[config.mk]
export PLATFORM = sky130hd
export DESIGN_NAME = counter_timer_multi
export DESIGN_NICKNAME = d
export VERILOG_FILES = /design/src/rtl/counter_timer_pkg.sv /design/src/rtl/counter_timer_chan.sv /design/src/rtl/counter_timer_multi.sv
export SDC_FILE = /design/constraint.sdc
export NUM_CORES = 1
export LEC_CHECK = 0
export CORE_ASPECT_RATIO = 1.25
export CORE_UTILIZATION = 40
export CTS_BUF_LIST = sky130_fd_sc_hd__clkbuf_16
export DETAILED_ROUTE_END_ITERATION = 16
export PLACE_DENSITY = 0.59
export SLEW_MARGIN = 10
export SYNTH_ARGS = -nofsm -noshare
export SYNTH_HDL_FRONTEND = slang
export SYNTH_HIERARCHICAL = 1
export SYNTH_SLANG_ARGS = --single-unit
[constraint.sdc]
create_clock -name clkin -period 5.8 [get_ports clkin]
set_clock_uncertainty 0.1 [all_clocks]
set_input_delay 1.45 -clock clkin [delete_from_list [all_inputs] [get_ports clkin]]
set_output_delay 1.45 -clock clkin [all_outputs]
set_load 0.02 [all_outputs]
[src/rtl/counter_timer_pkg.sv]
// Shared definitions for the multi-channel counter/timer: cfg bit positions,
// cfg field type and the channel-select width helper.
package counter_timer_pkg;

  localparam int CFG_ENABLE    = 0;
  localparam int CFG_ONESHOT   = 1;
  localparam int CFG_UPDOWN    = 2;
  localparam int CFG_IRQ_ENA   = 3;
  localparam int CFG_CAP_ENA   = 4;
  localparam int CFG_PEND      = 5;
  localparam int CFG_CAP_VALID = 6;

  typedef logic [7:0] cfg_t;

  // A single channel still needs a 1-bit select so out-of-range values exist.
  function automatic int ch_bits(input int n);
    return (n <= 2) ? 1 : $clog2(n);
  endfunction

endpackage

[src/rtl/counter_timer_chan.sv]
// One counter/timer channel: up/down counter, reload, cfg, sticky pend and,
// when COUNTER_TIMER_CAPTURE_EN is defined, a synchronised capture register.
module counter_timer_chan
  import counter_timer_pkg::*;
#(
  parameter  int WIDTH = 32,
  localparam int NB    = WIDTH / 8
) (
  input  logic             clkin,
  input  logic             resetn,
  input  logic             cfg_we,
  input  logic [NB-1:0]    val_we,
  input  logic [NB-1:0]    dat_we,
  input  logic [WIDTH-1:0] di,
  input  logic             capture,
  output cfg_t             cfg_do,
  output logic [WIDTH-1:0] val_do,
  output logic [WIDTH-1:0] dat_do,
  output logic [WIDTH-1:0] cap_do,
  output logic             stop,
  output logic             pend
);

  logic             enable, oneshot, updown, irq_ena, en_q, stop_q;
  logic [WIDTH-1:0] cur, reload, term, start_v, cur_nxt;
  logic             pend_set, pend_clr;

  assign term     = updown ? reload : '0;
  assign start_v  = updown ? '0 : reload;
  assign cur_nxt  = updown ? cur + 1'b1 : cur - 1'b1;
  assign pend_set = stop & ~stop_q & irq_ena;
  assign pend_clr = cfg_we & di[CFG_PEND];

  always_ff @(posedge clkin or negedge resetn) begin
    if (!resetn) begin
      enable  <= 1'b0;
      oneshot <= 1'b0;
      updown  <= 1'b0;
      irq_ena <= 1'b0;
    end else if (cfg_we) begin
      enable  <= di[CFG_ENABLE];
      oneshot <= di[CFG_ONESHOT];
      updown  <= di[CFG_UPDOWN];
      irq_ena <= di[CFG_IRQ_ENA];
    end
  end

  always_ff @(posedge clkin or negedge resetn) begin
    if (!resetn) reload <= '0;
    else
      for (int b = 0; b < NB; b++)
        if (val_we[b]) reload[b*8 +: 8] <= di[b*8 +: 8];
  end

  // A data write pre-empts counting; en_q still tracks enable so a write
  // landing on the start cycle consumes the start.
  always_ff @(posedge clkin or negedge resetn) begin
    if (!resetn) begin
      cur    <= '0;
      stop   <= 1'b0;
      en_q   <= 1'b0;
      stop_q <= 1'b0;
    end else begin
      en_q   <= enable;
      stop_q <= stop;
      if (|dat_we) begin
        for (int b = 0; b < NB; b++)
          if (dat_we[b]) cur[b*8 +: 8] <= di[b*8 +: 8];
      end else if (enable) begin
        if (!en_q) begin
          cur  <= start_v;
          stop <= 1'b0;
        end else if (cur == term) begin
          if (!oneshot) begin
            cur  <= start_v;
            stop <= 1'b0;
          end
        end else begin
          cur  <= cur_nxt;
          stop <= (cur_nxt == term);
        end
      end
    end
  end

  always_ff @(posedge clkin or negedge resetn) begin
    if (!resetn)       pend <= 1'b0;
    else if (pend_set) pend <= 1'b1;
    else if (pend_clr) pend <= 1'b0;
  end

  assign val_do = reload;
  assign dat_do = cur;

`ifdef COUNTER_TIMER_CAPTURE_EN
  logic [2:0]       sync;
  logic             cap_ena, cap_valid, cap_hit;
  logic [WIDTH-1:0] cap;

  // Two synchroniser flops plus one for edge detect: load on the 3rd edge.
  assign cap_hit = sync[1] & ~sync[2] & cap_ena;

  always_ff @(posedge clkin or negedge resetn) begin
    if (!resetn) begin
      sync      <= '0;
      cap_ena   <= 1'b0;
      cap_valid <= 1'b0;
      cap       <= '0;
    end else begin
      sync <= {sync[1:0], capture};
      if (cfg_we) cap_ena <= di[CFG_CAP_ENA];
      if (cap_hit) begin
        cap       <= cur;
        cap_valid <= 1'b1;
      end else if (cfg_we && di[CFG_CAP_VALID]) begin
        cap_valid <= 1'b0;
      end
    end
  end

  assign cap_do = cap;
  assign cfg_do = {1'b0, cap_valid, pend, cap_ena, irq_ena, updown, oneshot, enable};
`else
  logic unused_capture;
  assign unused_capture = capture;
  assign cap_do = '0;
  assign cfg_do = {1'b0, 1'b0, pend, 1'b0, irq_ena, updown, oneshot, enable};
`endif

endmodule

[src/rtl/counter_timer_multi.sv]
// CHANNELS-way counter/timer with a channel-indexed register port and merged
// irq. Capture support is built only when COUNTER_TIMER_CAPTURE_EN is defined.
module counter_timer_multi
  import counter_timer_pkg::*;
#(
  parameter  int WIDTH    = 32,
  parameter  int CHANNELS = 2,
  localparam int CH_BITS  = ch_bits(CHANNELS),
  localparam int NB       = WIDTH / 8
) (
  input  logic                clkin,
  input  logic                resetn,
  input  logic [CH_BITS-1:0]  ch_sel,
  input  logic                reg_cfg_we,
  input  logic [NB-1:0]       reg_val_we,
  input  logic [NB-1:0]       reg_dat_we,
  input  logic [WIDTH-1:0]    reg_di,
  output logic [7:0]          reg_cfg_do,
  output logic [WIDTH-1:0]    reg_val_do,
  output logic [WIDTH-1:0]    reg_dat_do,
  output logic [WIDTH-1:0]    reg_cap_do,
  input  logic [CHANNELS-1:0] capture_in,
  output logic [CHANNELS-1:0] stop_out,
  output logic [CHANNELS-1:0] irq_pend,
  output logic                irq
);

  cfg_t       [CHANNELS-1:0]            cfg_a;
  logic       [CHANNELS-1:0][WIDTH-1:0] val_a, dat_a, cap_a;

  for (genvar i = 0; i < CHANNELS; i++) begin : g_ch
    logic hit;
    assign hit = (ch_sel == CH_BITS'(i));

    counter_timer_chan #(.WIDTH(WIDTH)) u_chan (
      .clkin   (clkin),
      .resetn  (resetn),
      .cfg_we  (reg_cfg_we & hit),
      .val_we  (reg_val_we & {NB{hit}}),
      .dat_we  (reg_dat_we & {NB{hit}}),
      .di      (reg_di),
      .capture (capture_in[i]),
      .cfg_do  (cfg_a[i]),
      .val_do  (val_a[i]),
      .dat_do  (dat_a[i]),
      .cap_do  (cap_a[i]),
      .stop    (stop_out[i]),
      .pend    (irq_pend[i])
    );
  end

  // Unmapped selects fall through to zero.
  always_comb begin
    reg_cfg_do = '0;
    reg_val_do = '0;
    reg_dat_do = '0;
    reg_cap_do = '0;
    for (int i = 0; i < CHANNELS; i++) begin
      if (ch_sel == CH_BITS'(i)) begin
        reg_cfg_do = cfg_a[i];
        reg_val_do = val_a[i];
        reg_dat_do = dat_a[i];
        reg_cap_do = cap_a[i];
      end
    end
  end

  assign irq = |irq_pend;

endmodule

# [Word-level counts from Yosys, hierarchy flattened]
# Cells that the tools add are included.
[op_classes] addsub=4 n_eq_ne=16 muxes=37 bitwise_logic=17 reduce_logical=17
[op_table] operator="$mux 32" count=18
[op_table] operator="$eq 32x32->1" count=4
[op_table] operator="$add 32x1->32 const B" count=2
[op_table] operator="$mux 8" count=8
[op_table] operator="$sub 32x1->32 const B" count=2
[op_table] operator="$reduce_and 3->1" count=10
[op_table] operator="$and 4x4->4" count=4
[op_table] operator="$ne 2x1->1 const B" count=8
[op_table] operator="$mux 1" count=10
[op_table] operator="$and 1x1->1" count=8
[op_table] operator="$ne 4x4->1 const B" count=2
[op_table] operator="$reduce_bool 2->1" count=4
[op_table] operator="$reduce_or 4->1" count=2
[op_table] operator="$mux 6" count=1
[op_table] operator="$ne 3x3->1 const B" count=2
[op_table] operator="$not 1->1" count=5
[op_table] operator="$reduce_or 2->1" count=1
[totals] reg_bits=144 input_bits=46 word_cells=123

# [Depth between registers and ports, before layout]
[logic_depth] ltp_word=6 depth_mapped=16 ltp_nobuf=12

# [Modules after synthesis]
# The synthesis kept the hierarchy.
[modules_own_cells] module="counter_timer_chan" n_inst=2 cells_per_inst=928 area_per_inst_um2=7488.4
[modules_own_cells] module="counter_timer_multi" n_inst=1 cells_per_inst=137 area_per_inst_um2=1749.2

# [Worst setup path before layout]
# OpenSTA, ideal clock, no wires.
[synth_path] path_kind="flip-flop to flip-flop" from="register g_ch[0].u_chan.updown" to="register g_ch[0].u_chan.stop" t_arrival_ps=4228 t_required_ps=5564 slack_ps=1336 path_stages_with_launch=17 path_buffers=4 period_less_slack_ps=4464 cell_sequence="dfrtp_1 -> buf_4 -> inv_1 -> clkbuf_1 -> buf_1 -> ha_1 -> buf_2 -> a21oi_1 -> o21ai_0 -> o31ai_1 -> a31oi_2 -> a41oi_2 -> o21ai_1 -> xnor2_1 -> mux2_2 -> o21ai_1 -> o22ai_1"
[synth_via] elab_chain_len=4
[synth_rtl] item="start: declaration" line_no="counter_timer_chan.sv:24" text="logic enable, oneshot, updown, irq_ena, en_q, stop_q;"
[synth_rtl] item="start signal: assignment" line_no="counter_timer_chan.sv:43" text="updown <= di[CFG_UPDOWN];"
[synth_rtl] item="$mux 32, on equally long branches" line_no="counter_timer_chan.sv:28, counter_timer_chan.sv:30"
[synth_rtl] item="$eq 32x32->1, on equally long branches" line_no="counter_timer_chan.sv:73, counter_timer_chan.sv:80"
[synth_rtl] item="$ne 3x3->1 (no line) or $mux 1 (tied branches)"
[synth_rtl] item="$reduce_and 3->1 (no line) or $mux 1 (tied branches)"
[synth_rtl] item="end signal: assignment" line_no="counter_timer_chan.sv:80" text="stop <= (cur_nxt == term);"
[synth_rtl] item="end: declaration" line_no="counter_timer_chan.sv:20" text="output logic stop,"
# Several ways; a longest one is shown, not always the timed one.
# A chain may end at the register's enable or synchronous reset.

# [Worst setup path in the final report]
[layout_path] from="input ch_sel" to="output reg_cfg_do[5]"
[layout_via] elab_chain_len=1
[layout_rtl] item="start: declaration" line_no="counter_timer_multi.sv:13" text="input logic [CH_BITS-1:0] ch_sel,"
[layout_rtl] item="$mux 6" line_no="counter_timer_multi.sv:59" text="if (ch_sel == CH_BITS'(i)) begin"
[layout_rtl] item="end: declaration" line_no="counter_timer_multi.sv:18" text="output logic [7:0] reg_cfg_do,"
# No other way between the ends.

==> impl_results.md <==
- DRC: 0
- Post-layout minimum cycle time: between 4000 and 5000 ps
- Post-synth ARST share: 100%
- CTS tree: yes
- Worst EP arrival: ~3200 ps
- DP HPWL: ~46000 um
- Startpoint Class: primary input
- Total gr overflow: 0
- Met2 Wirelength: a little under 30000 um
- Sequential Power Share: 22.7%
- Gpl congestion: just over 0.9
- Top cell type's share of synthesized area: a little over a fifth
- Synth cell types: 87
- Syn avg cell area: around 8.4 sq um
- Pins over their slew limit: 0
- Largest net degree at the start of global routing: between 90 and 100
- Worst min-delay path class: register to register
- Mux cell area share after synthesis: between 10% and 20%
- DRT antenna net count: 0
- Die ar.: ~43000 sq um
- Final period utilization: around 80%
- Clk Latency, worst-skew pair: between 400 and 500 ps
- Adder-cell area share of the yosys netlist: under 10%
- RSZ-0062 raised after global routing: false
- Area leader, netlist: dfrtp_1
- Rows: just over 80
- M1 WL: 24400 um
- Simple-gate share of the synthesized area: 19.9%
- Max Used Layer: met4
- Crit path kind: primary input to output port
- Gate power share: 61.4%
- Psw: slightly below 4 mW
- WP data required: 4250 ps
- Post-cts resize count: 0
- Cells after Synth: around 2000
- Worst-path clk slew: approximately 60 ps
- Power share of the clock group: between 15 and 20%
- Post-synthesis register bit count: around 140
- Initial antenna violation count: 0
- WL met3: roughly 2800 um
- 1st-pass router iterations: 6
- Initial core utilization: around two fifths
- Final Hold Violating Endpoints: 0
- Warnings, synthesis: 6
- Final wirelength: about 59000 um
- Area growth syn-to-layout: 8.89%
- Clock sinks: between 100 and 150
- CP endpoint kind: output port
- H-Tree Depth: 4
- Port Buffers: ~120
- Leakage: 7.39 nW
- Hold_buf cts: 0
- Post-DP Area: between 15000 and 20000 sq um
- Largest family of logic cells by synthesized area: compound AO/OA/AOI/OAI gates
- Xor/xnor share of the synthesized area: roughly 5.7%
- Ys flop type: dfrtp_1
- DIE HEIGHT: around 230 um
- Vias: 15580
- Die width: around 180 um
- Synthesized area: 16700 sq um
- Setup tns final: 0 ps
- Design area: roughly 18000 sq um
- Share of the yosys chip area belonging to registers: between 20 and 25%
- Number of flops mapped to enable cells by yosys: 0
- Worst Max-Slew Pin Slew: a little over 1000 ps
- I/O Pins: roughly 160
- Dominant cells by area after synthesis: dfrtp_1 22%, mux2_2 7.3%, mux2_4 6.3%
- Synth cell count leaders: 156 x nor2_1, 144 x dfrtp_1, 142 x a21oi_1, 142 x nand2_1, 108 x mux2_2
- # diodes: 0
- Most frequent cell after synthesis: nor2_1
- Clk buf depth: 2
- Core Area: between 40000 and 50000 sq um
- Worst slew margin relative to its limit: 31.8%
- Vias per cell: between 6 and 7
- Routed length per placed instance: 23.2 um
- Fmax: between 0.2 and 0.25 GHz
- Total GRT Usage: between 20 and 30%
- Layout Nets: 2102
- Final setup fails: 0
- Sw Ratio: about half
- Vias in the first global route: about 14000
- Clk root buf: clkbuf_16
- First-pass GRT wire length: between 80000 and 90000 um
- Status: finished clean
- Share of cells above drive strength 1: approximately 15%
- Critical Path Fanout Max: 70
- Buffer count from post-CTS setup fixing: 0
- Peak supply drop: between 0.2 and 0.25 mV
- Synth Area in Compound Gates: approximately a quarter
- Max-cap violation count: 0
- Int Pwr: 4.02 mW
- Total Power: 7.97 mW
- Power Dens Cells: roughly 440 nW/um^2
- Number of CTS-inserted buffers: 17
- Initial DRC count: 1321
-- worst paths after layout --
| check | from | end | slack (ps) | cells after the start |
|---|---|---|---|---|
| max reg2reg | g_ch[1].u_chan/updown | g_ch[1].u_chan/stop | 1600 | 12 |
| min reg2reg | g_ch[1].u_chan/stop_q | g_ch[1].u_chan/pend | 340 | 1 |
| max in group asynchronous | resetn | g_ch[0].u_chan/updown | 3620 | 2 |
| max | ch_sel | reg_cfg_do[5] | 1030 | 4 |
| min in group asynchronous | resetn | g_ch[1].u_chan/val_do[28] | 970 | 1 |
| min | g_ch[1].u_chan/stop_q | g_ch[1].u_chan/pend | 340 | 1 |
-- routing by layer --
layer | track usage (%) | up-vias
met4 | 13.2 | 0
met5 | 0 | -
met1 | 34.7 | 7641
met3 | 2.26 | 119
met2 | 47.9 | 548
li1 | - | 7272
-- final cells by class --
cell class / count / area, sq um
clock buffer: 17 / 425
clock inverter: 15 / 241
fill: 4100 / 22900
inverter: 44 / 165
multi-input combinational: 1655 / 11800
sequential: 144 / 3610
tap: 552 / 691
timing repair buffer: 132 / 1310
-- cell usage in the layout (no fill, tap or decap), types with 60 or more instances in the layout --
master           instances
mux2_4                  70
clkdlybuf4s50_1        115
nor3_1                  70
dfrtp_1                142
conb_1                  70
nand2_1                142
nor2_1                 156
ha_1                    60
nand3_1                 64
mux2_2                 108
o21ai_0                 94
a21oi_1                142
-- flip-flops by register name (all words and copies together), names as in the netlist --
register             count
g_ch.u_chan/dat_do      64
g_ch.u_chan/en_q         2
g_ch.u_chan/enable       2
g_ch.u_chan/irq_ena      2
g_ch.u_chan/oneshot      2
g_ch.u_chan/pend         2
g_ch.u_chan/stop         2
g_ch.u_chan/stop_q       2
g_ch.u_chan/updown       2
g_ch.u_chan/val_do      64
-- worst max-delay path, stage by stage --
cell	delay, ps
buf_6	560
buf_12	280
mux2_2	350
clkdlybuf4s50_1	540
-- power groups by stage --
| stage | Sequential, mW | Combinational, mW | Clock [mW] |
|---|---|---|---|
| 5_1_grt | 1.83 | 5.29 | 1.32 |
| 6_report | 1.81 | 4.89 | 1.27 |
| 3_3_place_gp | 1.80 | 4.75 | 0 |
| 2_1_floorplan | 1.46 | 3.76 | 0 |
| 4_1_cts | 1.79 | 4.84 | 1.28 |
| 3_5_place_dp | 1.81 | 4.81 | 0 |
-- metrics by stage --
step | cells | utilization (%) | setup WS (ps) | hold slack [ps]
2_1_floorplan | 2061 | - | 1340 | 291
3_3_place_gp | 2527 | 42.7 | 1030 | 319
3_5_place_dp | 2527 | 42.7 | 1010 | 328
4_1_cts | 2559 | 44.3 | 1010 | 336
5_1_grt | 2559 | 44.3 | 956 | 361
6_report | 2559 | 44.3 | 1030 | 338
-- cells by family after synthesis --
| group | after synthesis |
|---|---|
| and+or+nand+nor | 649 |
| AOI/OAI and AO/OA | 586 |
| buffers and inverters | 262 |
| muxes | 190 |
| DFF | 144 |
| xor gates and xnor gates | 98 |
| adders and majority gates | 62 |
| other | 2 |
(Power assumes the default switching activity.)
